===== src/rtl/regfile_wb_stage.sv =====
// ==========================================================================
// regfile_wb_stage : register file + LAT-deep writeback delay line, Rev 1.0
//   Optional feature macro: REGFILE_WB_BYPASS_EN (write-through bypass)
// ==========================================================================
`default_nettype none

module regfile_wb_stage #(
  parameter int DW  = 32,
  parameter int AW  = 5,
  parameter int LAT = 2
) (
  input  logic          clk,
  input  logic          rst_n,
  input  logic [AW-1:0] rs,
  input  logic [AW-1:0] rt,
  input  logic [AW-1:0] rd,
  input  logic          wen,
  input  logic [DW-1:0] dbus,
  output logic [DW-1:0] abus,
  output logic [DW-1:0] bbus,
  output logic          hazard,
  output logic          wb_en,
  output logic [AW-1:0] wb_addr
);

  localparam int c_depth = 1 << AW;
`ifdef REGFILE_WB_BYPASS_EN
  localparam int c_hz_last = LAT - 1;
`else
  localparam int c_hz_last = LAT;
`endif

  logic [DW-1:0] r_regs [c_depth];
  logic [LAT:1]  r_vld;
  logic [AW-1:0] r_addr [1:LAT];

  logic          w_wr;
  logic [DW-1:0] w_rd_a;
  logic [DW-1:0] w_rd_b;

  // Destination delay line: stage 1 captures the op issued this cycle.
  always_ff @(posedge clk or negedge rst_n) begin : p_pipe
    if (!rst_n) begin
      r_vld <= '0;
      for (int k = 1; k <= LAT; k++) begin
        r_addr[k] <= '0;
      end
    end else begin
      r_vld[1]  <= wen;
      r_addr[1] <= rd;
      for (int k = 2; k <= LAT; k++) begin
        r_vld[k]  <= r_vld[k-1];
        r_addr[k] <= r_addr[k-1];
      end
    end
  end

  assign wb_en   = r_vld[LAT];
  assign wb_addr = r_addr[LAT];

  // r0 is never written, so it stays at its reset value of zero.
  assign w_wr = r_vld[LAT] && (r_addr[LAT] != '0);

  always_ff @(posedge clk or negedge rst_n) begin : p_regs
    if (!rst_n) begin
      for (int i = 0; i < c_depth; i++) begin
        r_regs[i] <= '0;
      end
    end else if (w_wr) begin
      r_regs[r_addr[LAT]] <= dbus;
    end
  end

  assign w_rd_a = (rs == '0) ? '0 : r_regs[rs];
  assign w_rd_b = (rt == '0) ? '0 : r_regs[rt];

`ifdef REGFILE_WB_BYPASS_EN
  assign abus = (w_wr && (r_addr[LAT] == rs)) ? dbus : w_rd_a;
  assign bbus = (w_wr && (r_addr[LAT] == rt)) ? dbus : w_rd_b;
`else
  assign abus = w_rd_a;
  assign bbus = w_rd_b;
`endif

  // With the bypass, the writeback stage is readable and drops out of the check.
  always_comb begin
    hazard = 1'b0;
    for (int k = 1; k <= c_hz_last; k++) begin
      if (r_vld[k] && (r_addr[k] != '0) &&
          ((r_addr[k] == rs) || (r_addr[k] == rt))) begin
        hazard = 1'b1;
      end
    end
  end

endmodule

`default_nettype wire

===== config.mk =====
export PLATFORM = sky130hd
export DESIGN_NAME = regfile_wb_stage
export DESIGN_NICKNAME = d
export VERILOG_FILES = /design/src/rtl/regfile_wb_stage.sv
export SDC_FILE = /design/constraint.sdc
export NUM_CORES = 2
export LEC_CHECK = 0
export CORE_MARGIN = 4
export CORE_UTILIZATION = 40
export DETAILED_ROUTE_END_ITERATION = 10
export PLACE_DENSITY = 0.59
export SLEW_MARGIN = 10
export SYNTH_ARGS = -nofsm -noshare
export SYNTH_HDL_FRONTEND = slang
export SYNTH_SLANG_ARGS = --single-unit

===== constraint.sdc =====
create_clock -name clk -period 3.35 [get_ports clk]
set_input_delay 0.67 -clock clk [delete_from_list [all_inputs] [get_ports clk]]
set_output_delay 0.67 -clock clk [all_outputs]
set_load 0.02 [all_outputs]

==> impl_metrics.csv <==
group,metric,value,unit
outcome,outcome,"complete, but fails checks",
outcome,violations,"negative setup slack",
worst_setup_path,arrival,2740,ps
worst_setup_path,cp-end-kind,"output port",
power,power_frac_comb,23.2,%
detailed_routing,drt_iter0_drc,3338,
sta,slew_headroom,21.7,%
placement,placed_cell_area,0.0614,mm^2
final_layout,drive_gt1_share,59.2,%
final_layout,area_delta_synth_final,25.6,%
clock_tree,cts_tree,"built",
global_route,antenna_found_initial,9,
logic_synthesis,ys.flop_type,"dfrtp_1",
detailed_routing,dr_total_vias,37300,
placement,dp_slack,-936,ps
detailed_routing,first_pass_iters,7,
die,die_h,379,um
power,worst_ir_drop_vdd,0.419,mV
power,power_frac_seq,42.8,%
logic_synthesis,syn_area,0.0550,mm^2
worst_setup_path,crit_path_max_fanout,6,
die,rows,135,
global_route,grt_pass1_wl,280000,um
die,die_w,379,um
detailed_routing,postRouteAntennaNets,0,
clock_tree,clk_pin_slew_worst_paths,60,ps
clock_tree,root_buffer,"clkbuf_16",
final_layout,final_nets,4158,
sta,rsz0062_at_grt,"yes",
sta,setup-tns-final,-245,ps
sta,fmax,0.293,GHz
worst_setup_path,reg2reg_to,"r_regs[65]",
worst_setup_path,crit_type,"primary input to output port",
global_route,grt_pass1_vias,38600,
power,internal_power,28.3,mW
logic_synthesis,synth_warnings,0,
worst_setup_path,crit_required,2680,ps
logic_synthesis,synth.avg_cell_area,14.8,um^2
worst_setup_path,reg2reg_depth,4,
logic_synthesis,synth_nets,3765,
logic_synthesis,synthCells,3715,
placement,gp_congestion,0.838,
clock_tree,clk_latency,740,ps
sta,finalSetupViolCount,7,
power,p_clk_share,34.0,%
die,dieArea,0.144,mm^2
hold_path,hp-class,"primary input to flip-flop",
worst_setup_path,reg2reg_from,"wb_addr[4]",
sta,period_needed,3410,ps
power,p_leak,29.3,nW
logic_synthesis,synthArstFlopShare,100,%
hold_path,min_from,"rd[1]",
final_layout,final_cell_area,0.0691,mm^2
logic_synthesis,ys_types,40,
logic_synthesis,ys_seq_area_share,47.1,%
logic_synthesis,ys_ff_latch,1036,
die,coreArea,0.136,mm^2
sta,setup_slack,-64.1,ps
global_route,grt_max_degree,106,
detailed_routing,wl,193000,um
clock_tree,clock_sink_count,1036,
hold_path,min_to,"r_addr[6]",
sta,slew_violations,0,
detailed_routing,wl_per_cell,32.2,um
placement,numPortBuffers,120,
final_layout,regArea,0.0259,mm^2
clock_tree,cts-htree-levels,3,
sta,worst_pin_slew,1170,ps
power,p_sw,11.1,mW
clock_tree,cts_buffers,117,
sta,hold_violations,0,
final_layout,fillers,11300,
final_layout,multi_input_area,0.0287,mm^2
power,power.share.switching,28.1,%
detailed_routing,drt-vias-per-instance,6.23,
power,pwr_density_cell,570,mW/mm^2
hold_path,whs_path_depth,1,
worst_setup_path,r2r_setup_slack,840,ps
die,initial_core_util,40.5,%
die,pin_count,121,
global_route,grt.total_usage,26.9,%
worst_setup_path,start_kind,"primary input",
global_route,overflow,0,
logic_synthesis,synth_edf_count,0,
flow_run,cap_violations,0,
placement,hpwl,118000,um
clock_tree,clockBufferDepth,3,
detailed_routing,drc,0,
sta,min_period_over_period,102,%
sta,worst_clock_skew,18.2,ps
-- worst max path at each step --
| stage | slack (ps) | endpoint | cells past startpoint | startpoint |
|---|---|---|---|---|
| floorplan | 210 | bbus[0] | 6 | rt[0] |
| global placement | -960 | abus[30] | 9 | rs[3] |
| detailed placement | -940 | abus[30] | 9 | rs[3] |
| CTS | -80 | bbus[3] | 9 | rt[1] |
| global route | -90 | bbus[3] | 9 | rt[1] |
| finish | -60 | bbus[3] | 9 | rt[1] |
-- flip-flops by register name, summed over array words and instances, names as in the netlist --
register / cells
r_addr: 5
r_vld: 2
wb_addr: 5
r_regs: 1024
-- layer usage --
metal,track usage [%],vias to the layer above,part of all wire [%]
met5,0,-,0.019
met4,8.61,6,3.7
met3,5.40,385,6.7
met2,43.3,1437,47
met1,36.6,20300,42
li1,-,15200,-
-- cell usage in the layout (no fill, tap or decap), types with 27 or more instances in the layout --
| master | synthesis | layout |
|---|---|---|
| a21oi_1 | 32 | 30 |
| a22oi_1 | 66 | 66 |
| o22ai_1 | 47 | 27 |
| clkbuf_16 | 0 | 122 |
| clkbuf_8 | 0 | 31 |
| a22o_1 | 63 | 57 |
| buf_6 | 33 | 53 |
| mux2i_1 | 256 | 256 |
| clkdlybuf4s50_1 | 0 | 44 |
| dfrtp_1 | 1036 | 1036 |
| buf_12 | 0 | 152 |
| mux2_2 | 1024 | 1022 |
| buf_4 | 42 | 390 |
| nor2b_1 | 40 | 34 |
| mux4_2 | 397 | 398 |
-- critical path, stage by stage --
cell and delay (ps):
buf_16 130, buf_12 150, buf_16 140, buf_8 120, mux4_2 320, mux2_4 180, o32ai_4 100, nor4_4 640
buf_4 270
-- metrics by stage --
step                instances  utilization [%]  hold WS [ps]  power [mW]
floorplan                3715                -           348        22.1
global placement         5632             45.2           362        25.1
detailed placement       5632             45.2           370        25.3
CTS                      5948             50.1           340        39.3
global route             5993             50.8           349        41.0
finish                   5996             50.8           378        39.4
-- power groups by stage --
stage / clock network (mW) / logic [mW] / registers (mW)
floorplan: 0 / 5.85 / 16.3
CTS: 13.6 / 8.91 / 16.8
finish: 13.4 / 9.15 / 16.9
detailed placement: 0 / 8.32 / 17.0
global placement: 0 / 8.20 / 16.9
global route: 14.1 / 9.75 / 17.1
-- cells in the mapped netlist (2+ instances only) --
library cell | n | area, um^2
a2111oi_0 | 32 | 280
a211oi_1 | 49 | 368
a21oi_1 | 32 | 160
a22o_1 | 63 | 552
a22oi_1 | 66 | 495
and2_1 | 20 | 125
buf_1 | 60 | 225
buf_2 | 88 | 440
buf_4 | 42 | 315
buf_6 | 33 | 372
clkbuf_1 | 217 | 815
dfrtp_1 | 1036 | 25900
mux2_2 | 1024 | 11500
mux2i_1 | 256 | 2560
mux4_2 | 397 | 8940
nand2_1 | 22 | 82.6
nand3_1 | 3 | 15.0
nand3b_1 | 6 | 45.0
nor2_1 | 24 | 90.1
nor2b_1 | 40 | 250
nor3_1 | 52 | 260
nor3b_1 | 3 | 22.5
nor4_1 | 19 | 119
o221ai_1 | 32 | 280
o22ai_1 | 47 | 294
o32ai_1 | 18 | 158
or2_2 | 2 | 12.5
xor2_1 | 20 | 175
-- repair_timing --
action                                  4_1_cts  5_1_grt
pin swaps                                    71       59
gates cloned                                 11        3
hold buffers                                  1        0
endpoints found under the hold margin        34        0
setup buffers                                99       55
endpoints found under the setup margin       65       51
resized for setup                           518      116
-- final cells by class --
| cell class | count | area share [%] |
|---|---|---|
| clock inverter | 45 | 0.753 |
| timing repair buffer | 713 | 11.8 |
| inverter | 1 | 0.00905 |
| tap | 1781 | 3.22 |
| antenna | 6 | 0.0217 |
| clock buffer | 175 | 5.06 |
| multi-input combinational | 2239 | 41.6 |
| sequential | 1036 | 37.5 |
-- cell families (layout without fill, tap and decap cells) --
group / count (synthesis) / in the layout / synth area share, %
AOI/OAI and AO/OA: 340 / 340 / 4.71
buffers and inverters: 441 / 934 / 3.95
and+or+nand+nor: 200 / 201 / 1.98
xor gates and xnor gates: 20 / 20 / 0.318
DFF: 1036 / 1036 / 47.1
muxes: 1678 / 1678 / 41.9
other: 0 / 6 / 0
Power figures use the tool's default switching activity.
